==> config.mk <==
export PLATFORM = sky130hd
export DESIGN_NAME = mux2_input_reg
export DESIGN_NICKNAME = d
export VERILOG_FILES = /design/src/rtl/mux_pkg.sv /design/src/rtl/pipe_reg.sv /design/src/rtl/mux2_input_reg.sv
export SDC_FILE = /design/constraint.sdc
export NUM_CORES = 1
export LEC_CHECK = 0
export BUFFER_PORTS_ARGS = -buffer_cell sky130_fd_sc_hd__buf_2
export CORE_MARGIN = 3
export CORE_UTILIZATION = 43
export DETAILED_ROUTE_END_ITERATION = 7
export HOLD_SLACK_MARGIN = 0.06
export PLACE_DENSITY = 0.85
export SLEW_MARGIN = 20
export SYNTH_ARGS = -nofsm -noshare
export SYNTH_HDL_FRONTEND = slang
export SYNTH_SLANG_ARGS = --single-unit
==> constraint.sdc <==
create_clock -name clk -period 2 [get_ports clk]
set_input_delay 0.2 -clock clk [delete_from_list [all_inputs] [get_ports clk]]
set_output_delay 0.2 -clock clk [all_outputs]
set_load 0.01 [all_outputs]
==> src/rtl/mux_pkg.sv <==
// Shared types for the two-way data selector and its pipeline register.
package mux_pkg;
  localparam int DATA_W = 32;
  typedef enum logic {SEL_A = 1'b0, SEL_B = 1'b1} mux_sel_e;
  typedef logic [DATA_W-1:0] data_t;
endpackage

==> src/rtl/pipe_reg.sv <==
// WIDTH-bit pipeline register with valid bit; priority reset > flush > stall > load.
module pipe_reg #(
  parameter int               WIDTH     = 32,
  parameter logic [WIDTH-1:0] RESET_VAL = '0
) (
  input  logic             clk,
  input  logic             reset,
  input  logic             flush,
  input  logic             stall,
  input  logic [WIDTH-1:0] i_d,
  input  logic             i_valid,
  output logic [WIDTH-1:0] o_q,
  output logic             o_valid
);
  logic [WIDTH-1:0] r_q;
  logic             r_valid;

  // Data loads even when i_valid is low; consumers qualify with o_valid.
  always_ff @(posedge clk) begin
    if (reset || flush) begin
      r_q     <= RESET_VAL;
      r_valid <= 1'b0;
    end else if (!stall) begin
      r_q     <= i_d;
      r_valid <= i_valid;
    end
  end

  assign o_q     = r_q;
  assign o_valid = r_valid;
endmodule

==> src/rtl/mux2_input_reg.sv <==
// Two-way selector: combinational out plus a one-cycle registered copy with valid.
module mux2_input_reg
  import mux_pkg::*;
#(
  parameter int               WIDTH     = DATA_W,
  parameter logic [WIDTH-1:0] RESET_VAL = '0
) (
  input  logic             clk,
  input  logic             reset,
  input  logic [WIDTH-1:0] a,
  input  logic [WIDTH-1:0] b,
  input  logic             select,
  input  logic             in_valid,
  input  logic             stall,
  input  logic             flush,
  output logic [WIDTH-1:0] out,
  output logic [WIDTH-1:0] out_q,
  output logic             out_valid
);
  mux_sel_e         w_sel;
  logic [WIDTH-1:0] w_mux;

  assign w_sel = mux_sel_e'(select);
  assign w_mux = (w_sel == SEL_B) ? b : a;
  assign out   = w_mux;

  pipe_reg #(
    .WIDTH     (WIDTH),
    .RESET_VAL (RESET_VAL)
  ) u_pipe_reg (
    .clk     (clk),
    .reset   (reset),
    .flush   (flush),
    .stall   (stall),
    .i_d     (w_mux),
    .i_valid (in_valid),
    .o_q     (out_q),
    .o_valid (out_valid)
  );
endmodule

==> results of run 1 <==
==> cells by family (layout without fill, tap and decap cells) <==
group | Yosys count | count (layout) | share of synthesized area
AND/OR/NAND/NOR | 34 | 34 | 0.1192
multiplexers | 33 | 33 | 0.2690
flip-flops | 33 | 33 | 0.3679
AO/OA/AOI/OAI | 32 | 32 | 0.1784
buffers and inverters | 14 | 147 | 0.06551
==> sequential cells by signal, indices dropped and copies added (netlist names) <==
| name | flops |
|---|---|
| u_pipe_reg.o_q | 32 |
| u_pipe_reg.o_valid | 1 |
==> worst min path at each step <==
stage               startpoint                         endpoint  cells after the start
global route             flush  u_pipe_reg.o_valid$_SDFFE_PP0N_                      2
detailed placement       flush  u_pipe_reg.o_valid$_SDFFE_PP0N_                      2
global placement         reset  u_pipe_reg.o_valid$_SDFFE_PP0N_                      2
finish                   flush  u_pipe_reg.o_valid$_SDFFE_PP0N_                      2
floorplan                reset  u_pipe_reg.o_valid$_SDFFE_PP0N_                      1
CTS                      flush  u_pipe_reg.o_valid$_SDFFE_PP0N_                      2
==> power by group through the flow <==
| stage | clock [mW] | combinational (mW) | sequential (mW) |
|---|---|---|---|
| 4_1_cts | 0.475 | 0.403 | 0.698 |
| 3_5_place_dp | 0 | 0.402 | 0.712 |
| 6_report | 0.452 | 0.399 | 0.698 |
| 3_3_place_gp | 0 | 0.395 | 0.711 |
| 5_1_grt | 0.510 | 0.433 | 0.701 |
| 2_1_floorplan | 0 | 0.231 | 0.727 |
==> worst max-delay path: stages <==
cell    delay [ps]
buf_2          100
buf_12         240
mux2_2         380
buf_2          140
==> layout make-up <==
class | instances | area [µm²] | share of cell area
timing repair buffer | 139 | 720.7 | 0.2836
sequential | 33 | 660.6 | 0.2600
multi-input combinational | 99 | 1020 | 0.4013
clock buffer | 8 | 80.08 | 0.03151
tap | 48 | 60.06 | 0.02363
==> synthesized netlist by cell type <==
master / n / area (µm²)
clkbuf_1: 5 / 18.77
o211a_1: 32 / 320.3
nand2b_1: 28 / 175.2
or2b_1: 4 / 30.03
mux2_4: 30 / 450.4
nor3_1: 1 / 5.000
buf_2: 4 / 20.02
buf_6: 1 / 11.26
mux2i_1: 1 / 10.01
dfxtp_1: 33 / 660.6
mux2_2: 2 / 22.52
buf_4: 1 / 7.510
buf_12: 3 / 60.06
nor2_1: 1 / 3.750
==> metal layers <==
layer / global-route usage / share of wire / vias to the layer above
li1: - / - / 787
met1: 0.1702 / 0.39 / 735
met2: 0.3004 / 0.48 / 93
met3: 0.05824 / 0.12 / 5
met4: 0.05010 / 0.0092 / 0
met5: 0 / 0 / -
==> impl_metrics.sql, run 1 <==
INSERT INTO impl_metrics (metric_group, metric, value, unit) VALUES
('finish', 'highest_count_cells_in_the_layout_ignoring_fill_and_taps', 'buf_2, dfxtp_1, o211a_1', ''),
('cts', 'clk-insertion-delay-late', '260', 'ps'),
('cts', 'tritoncts', 'yes', ''),
('sta', 'period_needed', '1268', 'ps'),
('placed_design', 'place_worst_setup_slack', '709.2', 'ps'),
('cts', 'cts_post_setup_buffers_inserted', '0', ''),
('power_and_ir_drop', 'ir_drop', '0.3997', 'mV'),
('drt', 'drt-total-wl', '4.245', 'mm'),
('synthesis', 'syn-num-nets', '216', ''),
('synthesis', 'synthCells', '146', ''),
('finish', 'insertedDiodeCount', '0', ''),
('sta', 'period_share', '0.6342', ''),
('drt', 'wl_per_cell', '12.98', 'µm'),
('outcome', 'status', 'complete, no violations', ''),
('sta', 'skew', '0', 'ps'),
('floorplanning', 'num_rows', '22', ''),
('critical_path', 'reg2reg_depth', '2', ''),
('placed_design', 'numPlacedInstances', '319', ''),
('critical_path', 'launching_element_type_of_the_critical_path', 'input port', ''),
('synthesis', 'synth_seq_cells', '33', ''),
('power_and_ir_drop', 'totalPowerFinal', '1.549', 'mW'),
('placed_design', 'io_buffers', '134', ''),
('floorplanning', 'die_x', '70.62', 'µm'),
('critical_path', 'worstSetupStartpoint', 'select', ''),
('power_and_ir_drop', 'sw_frac_of_total', '0.2548', ''),
('synthesis', 'synthesis.yosys.warnings', '0', ''),
('cts', 'clkTransAtPathRegs', '60', 'ps'),
('finish', 'drive_above_1_share', '0.6344', ''),
('floorplanning', 'core_area', '0.003854', 'mm²'),
('critical_path', 'launch_point_of_the_worst_reg_to_reg_path', 'u_pipe_reg.o_q[23]$_SDFFE_PP0N_', ''),
('cts', 'ctsLongestPathBuffers', '2', ''),
('floorplanning', 'die_height', '70.62', 'µm'),
('finish', 'final_core_utilization', '0.6594', ''),
('placed_design', 'dp_hpwl', '3.328', 'mm'),
('floorplanning', 'pin_count', '135', ''),
('power_and_ir_drop', 'seq_power_share', '0.451', ''),
('sta', 'finalHoldWorstSlack', '118.5', 'ps'),
('critical_path', 'crit_type', 'input port to output port', ''),
('grt', 'grt_pass1_vias', '1519', ''),
('power_and_ir_drop', 'pwr_density_cell', '609.6', 'mW/mm²'),
('finish', 'fillers', '330', ''),
('finish', 'layout.nets', '348', ''),
('sta', 'slew_headroom', '0.6008', ''),
('sta', 'finalSetupViolations', '0', ''),
('power_and_ir_drop', 'cell_internal_pwr', '1.154', 'mW'),
('power_and_ir_drop', 'power_frac_clock', '0.292', ''),
('cts', 'cts-buffers-inserted', '5', ''),
('cts', 'clk_tree_root_cell', 'clkbuf_8', ''),
('finish', 'post-route-cell-area', '0.002541', 'mm²'),
('sta', 'grt_setup_unrepaired', 'no', ''),
('sta', 'timing_hold_violations_final', '0', ''),
('cts', 'cts_hold_repair.buffers', '0', ''),
('cts', 'ctsHtreeMaxLevel', '2', ''),
('critical_path', 'arrival', '1070', 'ps'),
('drt', 'routed_vias', '1620', ''),
('critical_path', 'endpoint_kind', 'output port', ''),
('critical_path', 'cp.required', '1800', 'ps'),
('finish', 'area_growth', '41.53', '%'),
('critical_path', 'r2r-end', 'u_pipe_reg.o_q[23]$_SDFFE_PP0N_', ''),
('drt', 'drc', '0', ''),
('finish', 'layout_commonest_cell', 'buf_2', ''),
('grt', 'wire_length_of_the_first_global_routing_pass', '6.589', 'mm'),
('sta', 'tightest_slew', '598.9', 'ps'),
('floorplanning', 'start_util', '0.4659', ''),
('cts', 'cts.repair.resized', '0', ''),
('sta', 'postLayoutSetupSlackWorst', '731.6', 'ps'),
('drt', 'ant_nets', '0', ''),
('power_and_ir_drop', 'power_switching', '0.3948', 'mW'),
('grt', 'pin_count_of_the_biggest_net_entering_global_routing', '38', ''),
('floorplanning', 'floorplan.die_area', '0.004987', 'mm²'),
('grt', 'grt.total_usage', '0.1619', '');
(Power assumes the default switching activity.)
==> run 2: changes to the inputs <==
--- a/config.mk
+++ b/config.mk
@@ -7,10 +7,10 @@
 export LEC_CHECK = 0
 export BUFFER_PORTS_ARGS = -buffer_cell sky130_fd_sc_hd__buf_2
 export CORE_MARGIN = 3
-export CORE_UTILIZATION = 43
+export CORE_UTILIZATION = 36
 export DETAILED_ROUTE_END_ITERATION = 7
 export HOLD_SLACK_MARGIN = 0.06
-export PLACE_DENSITY = 0.85
+export PLACE_DENSITY = 0.76
 export SLEW_MARGIN = 20
 export SYNTH_ARGS = -nofsm -noshare
 export SYNTH_HDL_FRONTEND = slang
==> constraint.sdc (replaced) <==
create_clock -name clk -period 1.15 [get_ports clk]
set_input_delay 0.115 -clock clk [delete_from_list [all_inputs] [get_ports clk]]
set_output_delay 0.115 -clock clk [all_outputs]
set_load 0.01 [all_outputs]
==> run 2 against run 1 <==
  * Clock-buffer cell count shrank 1
  * Sequential power grew 73%
  * Final cell count grew 6.4%
  * Combinational power grew 80%
  * Non-clock buffer count grew 3
  * Total power grew 79%
  * Register-to-register slack lost 850 ps
  * Clock skew is the same
  * Critical path type is now input port to flip-flop
  * Largest power group unchanged
  * Highest routed layer unchanged
==> impl_metrics.sql, run 2 (synthesis results as in run 1) <==
INSERT INTO impl_metrics (metric_group, metric, value, unit) VALUES
('outcome', 'status', 'complete, no violations', ''),
('cts', 'cts_post_setup_buffers_inserted', '0', ''),
('critical_path', 'arrival', '1300', 'ps'),
('grt', 'globalRouteOverflowTotal', '0', ''),
('grt', 'wire_length_of_the_first_global_routing_pass', '7.286', 'mm'),
('cts', 'cts-buffers-inserted', '5', ''),
('cts', 'cts.repair.resized', '0', ''),
('drt', 'drt-total-wl', '4.369', 'mm'),
('critical_path', 'crit_type', 'input port to flip-flop', ''),
('critical_path', 'worst_case_register_to_register_setup_slack', '420', 'ps'),
('cts', 'numClockSinks', '33', ''),
('floorplanning', 'start_util', '0.3752', ''),
('hold_path', 'hp-start', 'in_valid', ''),
('placed_design', 'dp_hpwl', '3.385', 'mm'),
('floorplanning', 'pin_count', '135', ''),
('hold_path', 'hold-path-cell-count', '3', ''),
('finish', 'layout_commonest_cell', 'buf_2', ''),
('finish', 'layout.nets', '351', ''),
('floorplanning', 'die_height', '76.62', 'µm'),
('critical_path', 'launching_element_type_of_the_critical_path', 'input port', ''),
('cts', 'tritoncts', 'yes', ''),
('flow_run', 'max-cap-violations', '0', ''),
('critical_path', 'r2r-end', 'u_pipe_reg.o_q[23]$_SDFFE_PP0N_', ''),
('hold_path', 'min_delay_worst_endpoint', 'u_pipe_reg.o_valid$_SDFFE_PP0N_', ''),
('critical_path', 'reg2reg_depth', '2', ''),
('cts', 'clk_tree_root_cell', 'clkbuf_8', ''),
('drt', 'drt_first_iter_violations', '41', ''),
('drt', 'ant_nets', '0', ''),
('grt', 'grt_antenna_before_repair', '0', ''),
('sta', 'finalSetupViolations', '0', ''),
('hold_path', 'worstHoldPathType', 'input port to flip-flop', ''),
('cts', 'clkTransAtPathRegs', '60', 'ps'),
('sta', 'timing_hold_violations_final', '0', ''),
('finish', 'largest_register_ff_count', '32', ''),
('sta', 'drv_slew', '0', ''),
('sta', 'slew_headroom', '0.8194', ''),
('finish', 'highest_count_cells_in_the_layout_ignoring_fill_and_taps', 'buf_2, dfxtp_1, o211a_1', ''),
('sta', 'period_needed', '1079', 'ps'),
('floorplanning', 'core_area', '0.004786', 'mm²'),
('cts', 'ctsHtreeMaxLevel', '2', ''),
('sta', 'tightest_slew', '270.9', 'ps'),
('placed_design', 'place_congestion', '0.6726', ''),
('placed_design', 'io_buffers', '134', ''),
('floorplanning', 'floorplan.die_area', '0.005871', 'mm²'),
('drt', 'routed_vias', '1615', ''),
('sta', 'fin_tns_setup', '0', 'ps'),
('sta', 'finalHoldWorstSlack', '147.3', 'ps'),
('critical_path', 'cp.required', '1370', 'ps'),
('critical_path', 'critical_path.max_fanout', '32', ''),
('power_and_ir_drop', 'ir_drop', '0.6655', 'mV'),
('sta', 'skew', '0', 'ps'),
('sta', 'period_share', '0.9386', ''),
('finish', 'fillers', '439', ''),
('sta', 'grt_setup_unrepaired', 'no', ''),
('floorplanning', 'die_x', '76.62', 'µm'),
('finish', 'area_growth', '46.83', '%'),
('sta', 'fmax', '0.9265', 'GHz'),
('grt', 'pin_count_of_the_biggest_net_entering_global_routing', '33', ''),
('critical_path', 'launch_point_of_the_worst_reg_to_reg_path', 'u_pipe_reg.o_q[23]$_SDFFE_PP0N_', ''),
('grt', 'grt.total_usage', '0.1546', ''),
('drt', 'drc', '0', ''),
('drt', 'wl_per_cell', '12.55', 'µm'),
('grt', 'grt_pass1_vias', '1659', ''),
('power_and_ir_drop', 'total_leakage_power', '1.667', 'nW'),
('cts', 'ctsLongestPathBuffers', '2', ''),
('finish', 'drive_above_1_share', '0.6370', ''),
('power_and_ir_drop', 'pwr_density_cell', '1055', 'mW/mm²'),
('cts', 'clk-insertion-delay-late', '270', 'ps'),
('drt', 'avgViaCountPerCell', '4.641', ''),
('critical_path', 'endpoint_kind', 'flip-flop', ''),
('floorplanning', 'num_rows', '25', ''),
('finish', 'insertedDiodeCount', '0', ''),
('drt', 'detailedRoute.firstPassIterationCount', '4', '');
[run 2: changes by cell type in the layout (fill, tap and decap cells not counted), sizes merged]
cell	delta
clkbuf	-1
dlygate4sd3	+2
buf	+1
[run 2: metal layers]
metal | routed length (µm) | up-vias | GRT usage | share of wire
li1 | - | 796 | - | -
met1 | 1647 | 741 | 0.1531 | 0.38
met2 | 2356 | 76 | 0.3014 | 0.54
met3 | 347 | 2 | 0.05201 | 0.079
met4 | 17 | 0 | 0.04348 | 0.0039
met5 | 0 | - | 0 | 0
[run 2: worst max path at each step]
stage | startpoint | end | depth (start not counted)
finish | flush | u_pipe_reg.o_q[12]$_SDFFE_PP0N_ | 5
global route | flush | u_pipe_reg.o_q[12]$_SDFFE_PP0N_ | 5
CTS | flush | u_pipe_reg.o_q[12]$_SDFFE_PP0N_ | 5
detailed placement | select | u_pipe_reg.o_q[0]$_SDFFE_PP0N_ | 4
global placement | select | u_pipe_reg.o_q[7]$_SDFFE_PP0N_ | 4
floorplan | select | u_pipe_reg.o_q[0]$_SDFFE_PP0N_ | 4
[run 2: timing repair]
item / 4_1_cts / 5_1_grt
endpoints found under the setup margin: 0 / 0
hold buffers: 2 / 0
hold endpoints to repair: 1 / 0
[run 2: report_power, final]
part	switching [mW]	internal (mW)
Sequential	0.0187	1.19
Combinational	0.313	0.404
Clock	0.376	0.474
Total	0.708	2.07
[run 2: final cells by class]
cell class / instances / area [µm²] / area share
Timing Repair Buffer: 142 / 785.8 / 0.2981
Clock buffer: 7 / 86.33 / 0.03275
Multi-Input combinational cell: 99 / 1020 / 0.3868
Sequential cell: 33 / 660.6 / 0.2506
Tap cell: 67 / 83.83 / 0.03180
[run 2: through the flow]
step,std cells,area [µm²],total power [mW],utilization,setup slack (ps)
after floorplan,146,1795,1.667,-,147.9
after global placement,339,2530,1.940,0.5286,44.09
after detailed placement,339,2530,1.959,0.5286,24.09
after CTS,348,2636,2.839,0.5509,77.33
after global routing,348,2636,2.953,0.5509,26.20
final,348,2636,2.780,0.5509,70.67
[run 2: critical path: stages]
cell and delay [ps]:
dlygate4sd3_1 530, buf_2 130, nor2_2 140, buf_12 200, o211a_1 170
==> run 3: changes to the inputs <==
--- a/config.mk
+++ b/config.mk
@@ -5,12 +5,16 @@
 export SDC_FILE = /design/constraint.sdc
 export NUM_CORES = 1
 export LEC_CHECK = 0
+export ABC_AREA = 1
 export BUFFER_PORTS_ARGS = -buffer_cell sky130_fd_sc_hd__buf_2
+export CELL_PAD_IN_SITES_DETAIL_PLACEMENT = 1
+export CELL_PAD_IN_SITES_GLOBAL_PLACEMENT = 2
 export CORE_MARGIN = 3
-export CORE_UTILIZATION = 36
+export CORE_UTILIZATION = 17
+export CTS_CLUSTER_DIAMETER = 150
 export DETAILED_ROUTE_END_ITERATION = 7
 export HOLD_SLACK_MARGIN = 0.06
-export PLACE_DENSITY = 0.76
+export PLACE_DENSITY_LB_ADDON = 0.1
 export SLEW_MARGIN = 20
 export SYNTH_ARGS = -nofsm -noshare
 export SYNTH_HDL_FRONTEND = slang
==> run 3 against run 2 <==
  * Register-to-register slack improved by 70 ps
  * Largest power group is now clock
  * Fmax grew 9.0%
  * Sequential cell count did not move
  * Combinational power is 4.9% higher
  * Largest cell class unchanged
  * Clock skew did not move
  * Setup slack better by 89 ps
  * Highest routed layer unchanged
==> impl_metrics.sql, run 3 <==
INSERT INTO impl_metrics (metric_group, metric, value, unit) VALUES
('critical_path', 'crit_chain', 'buf_2 > inv_6 > nand2_1 > nand2_1 > buf_2', ''),
('floorplanning', 'start_util', '0.1759', ''),
('drt', 'drt-total-wl', '6.937', 'mm'),
('sta', 'period_share', '0.8608', ''),
('sta', 'finalSetupViolations', '0', ''),
('critical_path', 'max_stage_delay', '270', 'ps'),
('placed_design', 'dp_hpwl', '5.437', 'mm'),
('synthesis', 'mappedNetlistArea', '0.001923', 'mm²'),
('synthesis', 'synthCells', '314', ''),
('hold_path', 'hold-path-cell-count', '3', ''),
('sta', 'grt_setup_unrepaired', 'no', ''),
('synthesis', 'synthesis.yosys.warnings', '0', ''),
('cts', 'cts_post_setup_buffers_inserted', '0', ''),
('sta', 'finalHoldWorstSlack', '100.8', 'ps'),
('grt', 'grt_antenna_before_repair', '0', ''),
('sta', 'skew', '0', 'ps'),
('cts', 'cts_hold_repair.buffers', '0', ''),
('critical_path', 'worst_case_register_to_register_setup_slack', '490', 'ps'),
('critical_path', 'arrival', '870', 'ps'),
('floorplanning', 'pin_count', '135', ''),
('sta', 'tightest_slew', '343.6', 'ps'),
('critical_path', 'crit_type', 'input port to output port', ''),
('finish', 'post-route-cell-area', '0.002869', 'mm²'),
('critical_path', 'r2r-end', 'u_pipe_reg.o_q[29]$_SDFFE_PP0N_', ''),
('synthesis', 'synth-edff-count', '0', ''),
('synthesis', 'netlist_top_cells_area', 'dfxtp_1, nand2_1, nor2_1', ''),
('synthesis', 'post-synth-top-area-fraction', '0.3435', ''),
('floorplanning', 'floorplan.die_area', '0.01262', 'mm²'),
('floorplanning', 'num_rows', '38', ''),
('floorplanning', 'die_x', '112.4', 'µm'),
('synthesis', 'fraction_of_registers_with_async_set_or_reset_after_synthesis', '0', ''),
('flow_run', 'max-cap-violations', '0', ''),
('synthesis', 'yosysTopAreaCell', 'dfxtp_1', ''),
('grt', 'grt_pass1_vias', '2407', ''),
('finish', 'highest_count_cells_in_the_layout_ignoring_fill_and_taps', 'buf_2, nand2_1, nor2_1', ''),
('grt', 'pin_count_of_the_biggest_net_entering_global_routing', '33', ''),
('sta', 'timing_hold_violations_final', '0', ''),
('synthesis', 'ranking_of_synthesized_cells_by_instance_count', 'nand2_1, nor2_1, inv_1', ''),
('critical_path', 'launching_element_type_of_the_critical_path', 'input port', ''),
('critical_path', 'critical_path.max_fanout', '32', ''),
('power_and_ir_drop', 'total_leakage_power', '1.819', 'nW'),
('finish', 'largest_register_ff_count', '32', ''),
('cts', 'clk-insertion-delay-late', '270', 'ps'),
('cts', 'ctsLongestPathBuffers', '2', ''),
('cts', 'cts.repair.resized', '0', ''),
('drt', 'wl_per_cell', '11.86', 'µm'),
('placed_design', 'place_congestion', '0.7179', ''),
('hold_path', 'worstHoldPathType', 'input port to flip-flop', ''),
('floorplanning', 'die_height', '112.4', 'µm'),
('drt', 'detailedRoute.firstPassIterationCount', '4', ''),
('synthesis', 'syn-num-nets', '384', ''),
('sta', 'period_needed', '989.9', 'ps'),
('synthesis', 'post_synth.cell_area_avg', '6.125', 'µm²'),
('synthesis', 'synth.lib_cells_used.distinct', '14', ''),
('finish', 'drive_above_1_share', '0.4067', ''),
('critical_path', 'crit_slowest_cell', 'inv_6', ''),
('cts', 'ctsHtreeMaxLevel', '2', ''),
('synthesis', 'yosysSeqAreaShare', '0.3435', ''),
('hold_path', 'hp-start', 'in_valid', ''),
('sta', 'fin_tns_setup', '0', 'ps'),
('drt', 'ant_nets', '0', ''),
('critical_path', 'launch_point_of_the_worst_reg_to_reg_path', 'u_pipe_reg.o_q[29]$_SDFFE_PP0N_', ''),
('sta', 'fmax', '1.010', 'GHz'),
('critical_path', 'cp.required', '1030', 'ps'),
('synthesis', 'dominantRegCellSynth', 'dfxtp_1', ''),
('synthesis', 'yosysMostFrequentCell', 'nand2_1', ''),
('drt', 'drt_first_iter_violations', '70', ''),
('grt', 'globalRouteOverflowTotal', '0', ''),
('grt', 'wire_length_of_the_first_global_routing_pass', '11.34', 'mm'),
('finish', 'insertedDiodeCount', '0', ''),
('placed_design', 'placed_cell_area', '0.002726', 'mm²'),
('hold_path', 'min_delay_worst_endpoint', 'u_pipe_reg.o_valid$_SDFFE_PP0N_', ''),
('finish', 'layout.nets', '515', ''),
('synthesis', 'synth_seq_cells', '33', ''),
('drt', 'routed_vias', '2274', ''),
('drt', 'drc', '0', ''),
('cts', 'clkTransAtPathRegs', '50', 'ps'),
('finish', 'area_growth', '49.19', '%'),
('finish', 'layout_commonest_cell', 'buf_2', ''),
('drt', 'avgViaCountPerCell', '3.887', ''),
('critical_path', 'reg2reg_depth', '4', ''),
('placed_design', 'io_buffers', '134', ''),
('cts', 'numClockSinks', '33', ''),
('power_and_ir_drop', 'ir_drop', '0.4779', 'mV'),
('power_and_ir_drop', 'pwr_density_cell', '1146', 'mW/mm²'),
('floorplanning', 'core_area', '0.01094', 'mm²'),
('cts', 'cts-buffers-inserted', '5', ''),
('cts', 'tritoncts', 'yes', ''),
('sta', 'drv_slew', '0', ''),
('cts', 'clk_tree_root_cell', 'clkbuf_16', ''),
('outcome', 'status', 'complete, no violations', ''),
('grt', 'grt.total_usage', '0.1098', ''),
('critical_path', 'endpoint_kind', 'output port', ''),
('sta', 'slew_headroom', '0.7708', '');
-- run 3: cell count changes after synthesis, moves of 4 or more --
cell	before	now
nand2_1	0	111
nand2_2	0	20
nor2_1	1	52
or2b_1	4	0
o211a_1	32	0
mux2_4	30	0
nand3_1	0	32
nor2_2	0	12
buf_6	1	6
clkbuf_1	5	0
nand2b_1	28	0
inv_1	0	34
buf_4	1	5
-- run 3: critical path: cells and delay by family --
family / cells / cell delay (ps)
buffers and inverters: 3 / 530
AND/OR/NAND/NOR: 2 / 210
-- run 3: area by class of cell --
type	instances	area [µm²]
well taps	140	175.2
fillers	1452	8066
clock buffers	7	142.6
flip-flops and latches	33	660.6
multi-input cells	228	977.2
inverters	36	140.1
repair buffers	141	773.2
-- run 3: report_power, final --
group	leakage [nW]	internal, mW	switching, mW
Sequential	0.270	1.19	0.0262
Clock	0.0700	0.850	0.465
Combinational	1.48	0.325	0.427
Total	1.82	2.37	0.918
-- run 3: cells by family after synthesis --
logic type | after synthesis | synth area share
compound gates | 1 | 0.002600
buf+inv | 53 | 0.1483
flops | 33 | 0.3435
simple gates | 227 | 0.5055
-- run 3: worst max path at each step --
stage | depth (start not counted) | from | endpoint | slack [ps]
2_1_floorplan | 6 | stall | u_pipe_reg.o_q[10]$_SDFFE_PP0N_ | 430
3_3_place_gp | 5 | select | out[15] | 160
3_5_place_dp | 5 | select | out[27] | 130
4_1_cts | 5 | select | out[27] | 130
5_1_grt | 5 | select | out[14] | 50
6_report | 5 | select | out[8] | 160
-- run 3: stage by stage --
step                      power (mW)  worst slack (ps)  utilization  instances
after floorplan                1.675             427.0            -        314
after global placement         2.011             159.1       0.2493        578
after detailed placement       2.020             131.0       0.2493        578
after CTS                      3.379             130.7       0.2624        585
after global routing           3.503             52.95       0.2624        585
final                          3.287             160.1       0.2624        585
-- run 3: layer usage --
metal / part of all wire / GRT usage / vias up
li1: - / - / 1189
met1: 0.44 / 0.1328 / 995
met2: 0.46 / 0.1843 / 86
met3: 0.092 / 0.03881 / 4
met4: 0.010 / 0.03125 / 0
met5: 0 / 0 / -
